--- config.mk ---
export PLATFORM = sky130hd
export DESIGN_NAME = clock_period_meter
export DESIGN_NICKNAME = d
export VERILOG_FILES = /design/src/rtl/clock_period_meter.sv
export SDC_FILE = /design/constraint.sdc
export NUM_CORES = 1
export LEC_CHECK = 0
export ABC_AREA = 1
export CAP_MARGIN = 30
export CORE_UTILIZATION = 58
export DETAILED_ROUTE_END_ITERATION = 16
export PLACE_DENSITY = 0.83
export SLEW_MARGIN = 0
export SYNTH_ARGS = -nofsm -noshare
export SYNTH_HDL_FRONTEND = slang
export SYNTH_SLANG_ARGS = --single-unit
--- constraint.sdc ---
create_clock -name clk -period 8.3 [get_ports clk]
set_input_delay 2.075 -clock clk [delete_from_list [all_inputs] [get_ports clk]]
set_output_delay 2.075 -clock clk [all_outputs]
set_load 0.005 [all_outputs]
--- src/rtl/clock_period_meter.sv ---
// clock_period_meter: measures the period and high time of a slow signal
// that is asynchronous to clk, counted in clk cycles. It also produces a
// per-period valid pulse, a lock flag (two equal periods in a row) and a
// sticky loss-of-signal timeout.
module clock_period_meter #(
  parameter int              WIDTH          = 32,
  parameter longint unsigned TIMEOUT_CYCLES = 2_000_000
) (
  input  logic             clk,
  input  logic             reset,
  input  logic             sig_in,
  input  logic             enable,
  output logic [WIDTH-1:0] period,
  output logic [WIDTH-1:0] high_time,
  output logic             valid,
  output logic             locked,
  output logic             timeout
);

  // Last count value of a measurement window. Reaching it without a rise
  // means loss of signal.
  localparam logic [WIDTH-1:0] TC_LAST = WIDTH'(TIMEOUT_CYCLES - 64'd1);

  typedef enum logic [1:0] {
    IDLE       = 2'd0,
    WAIT_FIRST = 2'd1,
    MEASURE    = 2'd2
  } state_t;

  state_t state, state_n;

  logic s1, s2, s3;
  logic rise, fall;

  logic [WIDTH-1:0] cnt;
  logic [WIDTH-1:0] cnt_inc;
  logic [WIDTH-1:0] hcap;
  logic [WIDTH-1:0] prev_period;

  // Strobes decoded by the FSM and consumed by the datapath.
  logic cap;      // rise in MEASURE: capture a full period
  logic tc_hit;   // terminal count in MEASURE with no rise

  // Two-flop synchronizer followed by an edge-detect register.
  always_ff @(posedge clk or posedge reset) begin
    if (reset) begin
      s1 <= 1'b0;
      s2 <= 1'b0;
      s3 <= 1'b0;
    end else begin
      s1 <= sig_in;
      s2 <= s1;
      s3 <= s2;
    end
  end

  // Both edges come from the same synchronized sample pair, so they can
  // never be active together.
  assign rise    = s2 & ~s3;
  assign fall    = ~s2 & s3;
  assign cnt_inc = cnt + 1'b1;

  // State register.
  always_ff @(posedge clk or posedge reset) begin
    if (reset) state <= IDLE;
    else       state <= state_n;
  end

  // Next-state and strobe decode. A low enable overrides everything.
  // A rise on the terminal-count cycle takes priority over the timeout.
  always_comb begin
    state_n = state;
    cap     = 1'b0;
    tc_hit  = 1'b0;
    if (!enable) begin
      state_n = IDLE;
    end else begin
      case (state)
        IDLE:       state_n = WAIT_FIRST;
        WAIT_FIRST: if (rise) state_n = MEASURE;
        MEASURE: begin
          if (rise) begin
            cap = 1'b1;
          end else if (cnt == TC_LAST) begin
            tc_hit  = 1'b1;
            state_n = WAIT_FIRST;
          end
        end
        default:    state_n = IDLE;
      endcase
    end
  end

  // Datapath: cycle counter, high-time capture, result registers and flags.
  // The first rise after WAIT_FIRST only arms the counter, because the
  // partial period before it is meaningless. period and high_time keep
  // their values across an enable drop, so software can still read the
  // last result.
  always_ff @(posedge clk or posedge reset) begin
    if (reset) begin
      cnt         <= '0;
      hcap        <= '0;
      prev_period <= '0;
      period      <= '0;
      high_time   <= '0;
      valid       <= 1'b0;
      locked      <= 1'b0;
      timeout     <= 1'b0;
    end else begin
      valid <= cap;
      if (!enable) begin
        cnt         <= '0;
        hcap        <= '0;
        prev_period <= '0;
        locked      <= 1'b0;
        timeout     <= 1'b0;
      end else if (state != MEASURE) begin
        cnt <= '0;
      end else if (cap) begin
        period      <= cnt_inc;
        high_time   <= hcap;
        prev_period <= cnt_inc;
        locked      <= (cnt_inc == prev_period);
        timeout     <= 1'b0;
        cnt         <= '0;
      end else if (tc_hit) begin
        timeout     <= 1'b1;
        locked      <= 1'b0;
        prev_period <= '0;
        cnt         <= '0;
      end else begin
        cnt <= cnt_inc;
        if (fall) hcap <= cnt_inc;
      end
    end
  end

endmodule

==> results by group, run 1 <==
Clock tree
  – CTS resizes: 0
  – Postcts setup bufs: 0
  – TritonCTS buffer count: 17
  – CTS tree: done
  – Clock slew at reported path FFs: 60 ps
  – Clk sink count: 168
  – CTS root buffer: clkbuf_16
  – Clock latency on the worst-skew pair: 440 ps
  – H-Tree Depth: 4
  – CTS Hold Bufs: 0
  – CTS Buffer Depth: 2

Setup path
  – Worst setup path category: primary input to flip-flop
  – Arrival @ worst endpoint: 4470 ps
  – RR Startpoint: cnt[0]
  – Worst-path maximum fanout: 38
  – CP endpoint kind: flip-flop
  – CP startpoint: enable
  – CP required: 8680 ps
  – Critical path launch point type: primary input

Placed design
  – Placer Congestion: 0.9183
  – IO Port Bufs: 70
  – Post-DP HPWL: 12860 um

Synthesis
  – Sequential element share of the synthesized area: 52.65%
  – Post-synth EDFFs: 0
  – Post-synth top cells: nand2_1 (518), dfrtp_1 (168), nor2_1 (96)
  – Post-synth top area share: 52.65%
  – Synth async-reset ratio: 100.0%
  – Avg Inst Size Synth: 7.562 um^2
  – Top post-synthesis cells by area: dfrtp_1 (53%), nand2_1 (24%), nor2_1 (4.5%)
  – Post-Syn Area: 7985 um^2
  – Top-count cell post-synth: nand2_1
  – Mapped Cells: 1056
  – Leading register cell type out of synthesis: dfrtp_1
  – Post-synth top area cell: dfrtp_1
  – Mapped Nets: 1061
  – Yosys cell types: 31
  – Ys Warns: 0
  – #FFs+latches synth: 168

STA
  – Fin crit share: 49.26%
  – Pins Over Slew Limit: 0
  – RSZ-0062 raised after global routing: no
  – Final hold vios: 0
  – F_max: 244.6 MHz
  – Slew headroom: 45.46%
  – Clk_skew: 7.375 ps
  – Min Clock Period, post-route: 4088 ps
  – TNS Setup: 0 ps
  – Worst-Margin Slew: 818.1 ps
  – Final number of setup-violating endpoints: 0

Finish
  – Nets: 1129
  – N_diodes: 0
  – Syn-to-layout area delta: 18.99%
  – Util after Layout: 71.18%
  – Share of cells above drive strength 1: 7.300%

Route
  – Final WL: 18840 um
  – Residual DRC count: 0
  – Initial DRC count: 555
  – DR WL/cell: 14.35 um
  – Routed Antenna Nets: 0
  – Iteration count of the initial detailed-routing pass: 5
  – Via/cell ratio: 5.248
  – Vias: 6890

Status
  – Status: complete, no violations

Worst hold path
  – Hold crit path type: flip-flop to flip-flop
  – Hold path startpoint: s1

Floorplanning
  – Initial Utilization: 59.82%
  – Die height: 119.3 um
  – Die width: 119.3 um
  – Core area: 13350 um^2
  – Site row count: 42
  – Die area: 14240 um^2
  – Top Ports: 71

Power
  – Max VDD drop: 0.1354 mV
  – PD cells: 185.5 nW/um^2
  – Leakage: 4.971 nW
  – Total power: 1.762 mW

Global route
  – Vias in the first global route: 6532
  – Initial antenna violation count: 0
  – First-pass GRT wire length: 31520 um
  – GRT Total Usage: 28.67%
  – Largest net degree at the start of global routing: 94
  – Grt ovf: 0

Flow run
  – Max Cap Violations: 0
## state kept, by name, summed over array words and instances, names as in the netlist
name / count
high_time: 32
valid: 1
timeout: 1
period: 32
prev_period: 32
s3: 1
hcap: 32
state: 2
s2: 1
locked: 1
s1: 1
cnt: 32
## layout make-up
class / count / area, um^2
clock buffer: 19 / 442.9
clock inverter: 13 / 146.4
fill: 1048 / 3846
inverter: 78 / 297.8
multi-input combinational: 780 / 3357
sequential: 168 / 4204
tap: 176 / 220.2
timing repair buffer: 79 / 833.3
## critical path, stage by stage
cell and delay (ps):
clkdlybuf4s50_1 450, buf_4 390, nand2_1 190, nor2_4 190
buf_12 240, nand2_1 80, nor2_1 100, nand3_1 80
nor2_1 90, nand2_1 50, nor2_1 140, nand2_1 70
nor2_1 110, nand3_1 100, nand2_1 80
## per-stage QoR
step                      cell area (um^2)  hold slack [ps]  instances  worst slack, ps
after global routing                  9502            367.9       1313             4072
after global placement                8817            335.4       1277             3094
after detailed placement              8865            341.8       1279             3234
final                                 9502            353.8       1313             4212
after floorplan                       7985            331.2       1056             1678
after CTS                             9454            356.0       1311             3637
## routing by layer
metal | wire [um] | share of wire (%) | global-route usage (%) | vias to the layer above
met4 | 243 | 1.3 | 9.375 | 0
li1 | - | - | - | 3400
met1 | 9083 | 48 | 41.39 | 3258
met2 | 8461 | 45 | 42.99 | 212
met5 | 0 | 0 | 0 | -
met3 | 1048 | 5.6 | 6.561 | 20
## cell families after synthesis
family,synth area share [%]
compound gates,3.353
xor+xnor,0.1097
fa+ha+maj,0.1567
buf+inv,5.406
flops,52.65
simple gates,38.33
## power breakdown
group	internal (mW)	switching, mW
sequential	0.833	0.0119
combinational	0.0358	0.0963
clock	0.453	0.332
total	1.32	0.441
## final timing paths
kind                            cells after the start      endpoint  slack (ps)
min in group asynchronous                           2  high_time[6]        2150
worst max-delay path                               15        locked        4210
max in group asynchronous                           4     period[8]        5120
worst max register to register                     12      hcap[19]        5570
worst min-delay path                                0            s2         350
worst min register to register                      0            s2         350
## placed cells by master (no fill, tap or decap), drive strengths merged, types with 3 or more instances in the layout
cell type and n:
buf 9, clkbuf 19, clkdlybuf4s50 70, clkinv 3, clkinvlp 5, dfrtp 168
inv 81, nand2 538, nand3 58, nand3b 14, nand4 6, nor2 109
o21ai 41, o21bai 3
Power figures use the tool's default switching activity.
==> inputs of run 2 (changes only) <==
==> constraint.sdc (replaced) <==
create_clock -name clk -period 4.2 [get_ports clk]
set_input_delay 1.05 -clock clk [delete_from_list [all_inputs] [get_ports clk]]
set_output_delay 1.05 -clock clk [all_outputs]
set_load 0.005 [all_outputs]
==> run 2 against run 1 <==
- first-iteration DRC count increased by 12%
- final area about the same
- register-to-register slack got worse by 4100 ps
- cell count unchanged
- critical path type unchanged
- sequential cell count unchanged
- routed wire length up 0.50%
- largest cell class unchanged
- critical path depth decreased by 7
- hold slack got worse by 5.2 ps
==> results by group, run 2 (synthesis gave the netlist of run 1 again) <==
Placed design
  – Placed inst area: 8859 um^2
  – IO Port Bufs: 70
  – Placed Cells: 1281
  – Placer Congestion: 0.9309
  – Post-DP HPWL: 13230 um

STA
  – Min Clock Period, post-route: 3014 ps
  – RSZ-0062 raised after global routing: no
  – Fin crit share: 71.76%
  – Clk_skew: 9.008 ps
  – Slew headroom: 42.62%
  – Final number of setup-violating endpoints: 0
  – Final hold slack: 348.6 ps
  – TNS Setup: 0 ps
  – F_max: 331.8 MHz
  – Pins Over Slew Limit: 0
  – Worst-Margin Slew: 860.7 ps
  – Final hold vios: 0

Route
  – DR WL/cell: 14.42 um
  – Final WL: 18930 um
  – Via/cell ratio: 5.241
  – Initial DRC count: 624
  – Routed Antenna Nets: 0
  – Iteration count of the initial detailed-routing pass: 5
  – Vias: 6881
  – Residual DRC count: 0

Power
  – Internal: 2.762 mW
  – Leakage: 4.967 nW
  – Switching Share: 23.76%
  – P_sw: 0.8607 mW
  – Max VDD drop: 0.2514 mV
  – Seq pwr share: 46.0%
  – PD cells: 381.0 nW/um^2
  – Clock power share: 47.3%
  – Comb pwr share: 6.7%

Finish
  – Area occupied by multi-input gates: 3357 um^2
  – Share of cells above drive strength 1: 7.388%
  – Most frequent cells in the layout: nand2_1 (518), dfrtp_1 (168), nor2_1 (95)
  – N_diodes: 0
  – FF+latch area: 4204 um^2
  – Fillers: 1090
  – Syn-to-layout area delta: 19.08%
  – Util after Layout: 71.24%
  – Final Cell Area: 9509 um^2
  – Nets: 1129
  – Commonest non-fill, non-tap cell in the layout: nand2_1
  – Non-Filler Instances: 1313

Setup path
  – Critical path launch point type: primary input
  – Worst-path maximum fanout: 43
  – CP endpoint kind: flip-flop
  – Arrival @ worst endpoint: 3350 ps
  – CP required: 4540 ps
  – Worst setup path category: primary input to flip-flop

Clock tree
  – CTS Hold Bufs: 0
  – CTS resizes: 0
  – CTS Buffer Depth: 2
  – CTS tree: done
  – CTS root buffer: clkbuf_16
  – Clk sink count: 168
  – Postcts setup bufs: 0
  – Clock latency on the worst-skew pair: 430 ps
  – H-Tree Depth: 4
  – Clock slew at reported path FFs: 60 ps
  – TritonCTS buffer count: 17

Global route
  – Vias in the first global route: 6628
  – Grt ovf: 0
  – First-pass GRT wire length: 32040 um
  – Initial antenna violation count: 0
  – Largest net degree at the start of global routing: 169
  – GRT Total Usage: 29.04%

Floorplanning
  – Die height: 119.3 um
  – Core area: 13350 um^2
  – Top Ports: 71
  – Die width: 119.3 um
  – Initial Utilization: 59.82%
  – Site row count: 42
  – Die area: 14240 um^2

Flow run
  – Max Cap Violations: 0

Status
  – Status: complete, no violations

Worst hold path
  – Hold crit path type: flip-flop to flip-flop
## run 2: cell count changes in the layout (fill, tap and decap cells not counted), sizes merged
cell and delta:
clkbuf -2, inv -2, bufinv +3, clkinvlp +3, clkinv -2
## run 2: final cells by class
class	count	share of cell area [%]
clock buffer	17	4.474
clock inverter	15	2.368
inverter	78	3.118
multi-input combinational	780	35.30
sequential	168	44.21
tap	176	2.316
timing repair buffer	79	8.211
## run 2: layer usage
| layer | part of all wire (%) | track usage, % | wire length (um) |
|---|---|---|---|
| met1 | 47 | 42.54 | 8901 |
| met2 | 45 | 43.57 | 8608 |
| met3 | 6.0 | 5.843 | 1142 |
| met4 | 1.5 | 9.297 | 279 |
| met5 | 0 | 0 | 0 |
## run 2: per-stage QoR
| step | total power, mW | setup slack [ps] |
|---|---|---|
| 3_3_place_gp | 1.932 | 929.1 |
| 6_report | 3.623 | 1186 |
| 3_5_place_dp | 1.938 | 836.6 |
| 5_1_grt | 3.745 | 978.7 |
| 4_1_cts | 3.644 | 1221 |
| 2_1_floorplan | 1.858 | 1009 |
## run 2: worst max-delay path, stage by stage
cell and delay [ps]:
clkdlybuf4s50_1 710, inv_1 100, a21oi_1 320, a31oi_2 160, nand3_2 330, buf_4 420
nand2_1 110, o21ai_0 110
## run 2: power by group through the flow
stage | Clock, mW | Sequential (mW) | Combinational, mW
global placement | 0 | 1.69 | 0.238
global route | 1.81 | 1.67 | 0.270
floorplan | 0 | 1.69 | 0.165
detailed placement | 0 | 1.70 | 0.242
finish | 1.71 | 1.67 | 0.242
CTS | 1.73 | 1.67 | 0.244
## run 2: final timing paths
check,from,endpoint,slack [ps],cells after the start
setup / recovery,enable,hcap[10],1190,8
hold / removal,s1,s2,350,0
setup reg to reg,cnt[0],hcap[10],1460,12
hold reg to reg,s1,s2,350,0
max in group asynchronous,reset,prev_period[29],2350,3
min in group asynchronous,reset,high_time[0],1220,3
==> inputs of run 3 (changes only) <==
--- a/config.mk
+++ b/config.mk
@@ -7,9 +7,9 @@
 export LEC_CHECK = 0
 export ABC_AREA = 1
 export CAP_MARGIN = 30
-export CORE_UTILIZATION = 58
+export CORE_UTILIZATION = 52
 export DETAILED_ROUTE_END_ITERATION = 16
-export PLACE_DENSITY = 0.83
+export PLACE_DENSITY = 0.79
 export SLEW_MARGIN = 0
 export SYNTH_ARGS = -nofsm -noshare
 export SYNTH_HDL_FRONTEND = slang
==> constraint.sdc (replaced) <==
create_clock -name clk -period 2.5 [get_ports clk]
set_input_delay 0.625 -clock clk [delete_from_list [all_inputs] [get_ports clk]]
set_output_delay 0.625 -clock clk [all_outputs]
set_load 0.005 [all_outputs]
==> run 3 against run 2 <==
- setup slack lost 930 ps
- first-iteration DRC count up 1.8%
- core utilization down 5.8 points
- critical path depth is 4 higher
- final area is 1.5% higher
- count of clock-buffer cells in the layout grew 4
- clock skew fell by 1.7 ps
- global-route usage decreased by 3.7 points
==> results by group, run 3 (synthesis gave the netlist of run 1 again) <==
Route
  – Routed Antenna Nets: 0
  – Iteration count of the initial detailed-routing pass: 6
  – Residual DRC count: 0
  – Via/cell ratio: 5.117
  – Vias: 6811
  – Final WL: 18680 um
  – Initial DRC count: 635
  – DR WL/cell: 14.03 um

Worst hold path
  – Hold crit path type: flip-flop to flip-flop

Finish
  – Nets: 1139
  – Commonest non-fill, non-tap cell in the layout: nand2_1
  – N_diodes: 0
  – Fillers: 1256
  – Share of cells above drive strength 1: 8.021%
  – Most frequent cells in the layout: nand2_1 (518), dfrtp_1 (167), nor2_1 (95)
  – Syn-to-layout area delta: 20.89%

Placed design
  – IO Port Bufs: 70
  – Setup WS pre-CTS: 0.06084 ps
  – Post-DP HPWL: 13420 um
  – Placer Congestion: 0.9348

STA
  – Final hold slack: 366.1 ps
  – PnR worst setup slack: 251.9 ps
  – Min Clock Period, post-route: 2248 ps
  – Fin crit share: 89.93%
  – RSZ-0062 raised after global routing: no
  – Clk_skew: 7.333 ps
  – TNS Setup: 0 ps
  – Final hold vios: 0
  – Pins Over Slew Limit: 0
  – F_max: 444.8 MHz
  – Worst-Margin Slew: 559.5 ps
  – Slew headroom: 62.62%
  – Final number of setup-violating endpoints: 0

Clock tree
  – CTS resizes: 0
  – CTS tree: done
  – Clock slew at reported path FFs: 60 ps
  – TritonCTS buffer count: 17
  – Clk sink count: 168
  – CTS Hold Bufs: 0
  – CTS root buffer: clkbuf_16
  – Clock latency on the worst-skew pair: 430 ps
  – H-Tree Depth: 4
  – CTS Buffer Depth: 2
  – Postcts setup bufs: 0

Setup path
  – CP endpoint kind: flip-flop
  – Critical path launch point type: flip-flop
  – Worst-path maximum fanout: 64
  – Worst reg2reg setup slack: 250 ps
  – Arrival @ worst endpoint: 2580 ps
  – Worst setup path category: flip-flop to flip-flop
  – CP required: 2830 ps

Floorplanning
  – Core area: 14750 um^2
  – Initial Utilization: 54.12%
  – Die height: 125.9 um
  – Die area: 15860 um^2
  – Top Ports: 71
  – Die width: 125.9 um
  – Site row count: 44

Flow run
  – Max Cap Violations: 0

Global route
  – Grt ovf: 0
  – Initial antenna violation count: 0
  – Vias in the first global route: 6323
  – Largest net degree at the start of global routing: 65
  – First-pass GRT wire length: 31250 um
  – GRT Total Usage: 25.35%

Power
  – Max VDD drop: 0.4594 mV
  – Total power: 6.094 mW
  – Leakage: 5.046 nW
  – PD cells: 631.3 nW/um^2

Status
  – Status: complete, no violations
## run 3: cell types whose count changed in the layout (fill, tap and decap cells not counted)
| cell | change |
|---|---|
| buf_12 | +5 |
| clkinv_4 | +1 |
| clkinvlp_4 | -4 |
| dfrtp_2 | +1 |
| clkbuf_8 | +1 |
| clkbuf_1 | +3 |
| buf_4 | +5 |
| dfrtp_1 | -1 |
| inv_6 | -1 |
## run 3: layer usage
metal / wire length, um / up-vias / GRT usage, %
li1: - / 3412 / -
met1: 8881 / 3185 / 36.75
met2: 8439 / 187 / 38.74
met3: 1009 / 27 / 4.418
met4: 351 / 0 / 8.505
met5: 0 / - / 0
## run 3: layout make-up
type                            count  area [um^2]  area share, %
Tap cell                          184        230.2          2.385
Timing Repair Buffer               89        918.4          9.514
Clock buffer                       21        450.4          4.666
Inverter                           78        296.5          3.072
Clock inverter                     11        195.2          2.022
Sequential cell                   168         4205          43.56
Multi-Input combinational cell    780         3357          34.78
## run 3: worst paths after layout
path | start | end | cells past startpoint
max | cnt[0] | hcap[3] | 12
min | s1 | s2 | 0
min reg2reg | s1 | s2 | 0
max reg2reg | cnt[0] | hcap[3] | 12
max in group asynchronous | reset | prev_period[25] | 3
min in group asynchronous | reset | high_time[9] | 2
## run 3: power breakdown
part	switching, mW	internal (mW)
Combinational	0.306	0.135
Clock	1.05	1.80
Sequential	0.0347	2.77
## run 3: worst max-delay path, stage by stage (launching register included)
cell and delay (ps):
dfrtp_2 440, ha_1 220, nand3_1 130, nor2_2 220, nand2_1 140, inv_1 70, nand3_1 140, inv_2 110
a31oi_2 100, nand3_2 100, buf_12 220, nand2_1 100, o21ai_0 100
## run 3: stage by stage
stage	cells	util (%)	area [um^2]
floorplan	1056	-	7989
global placement	1299	61.04	9006
detailed placement	1299	61.04	9006
CTS	1331	65.42	9652
global route	1331	65.43	9653
finish	1331	65.43	9653
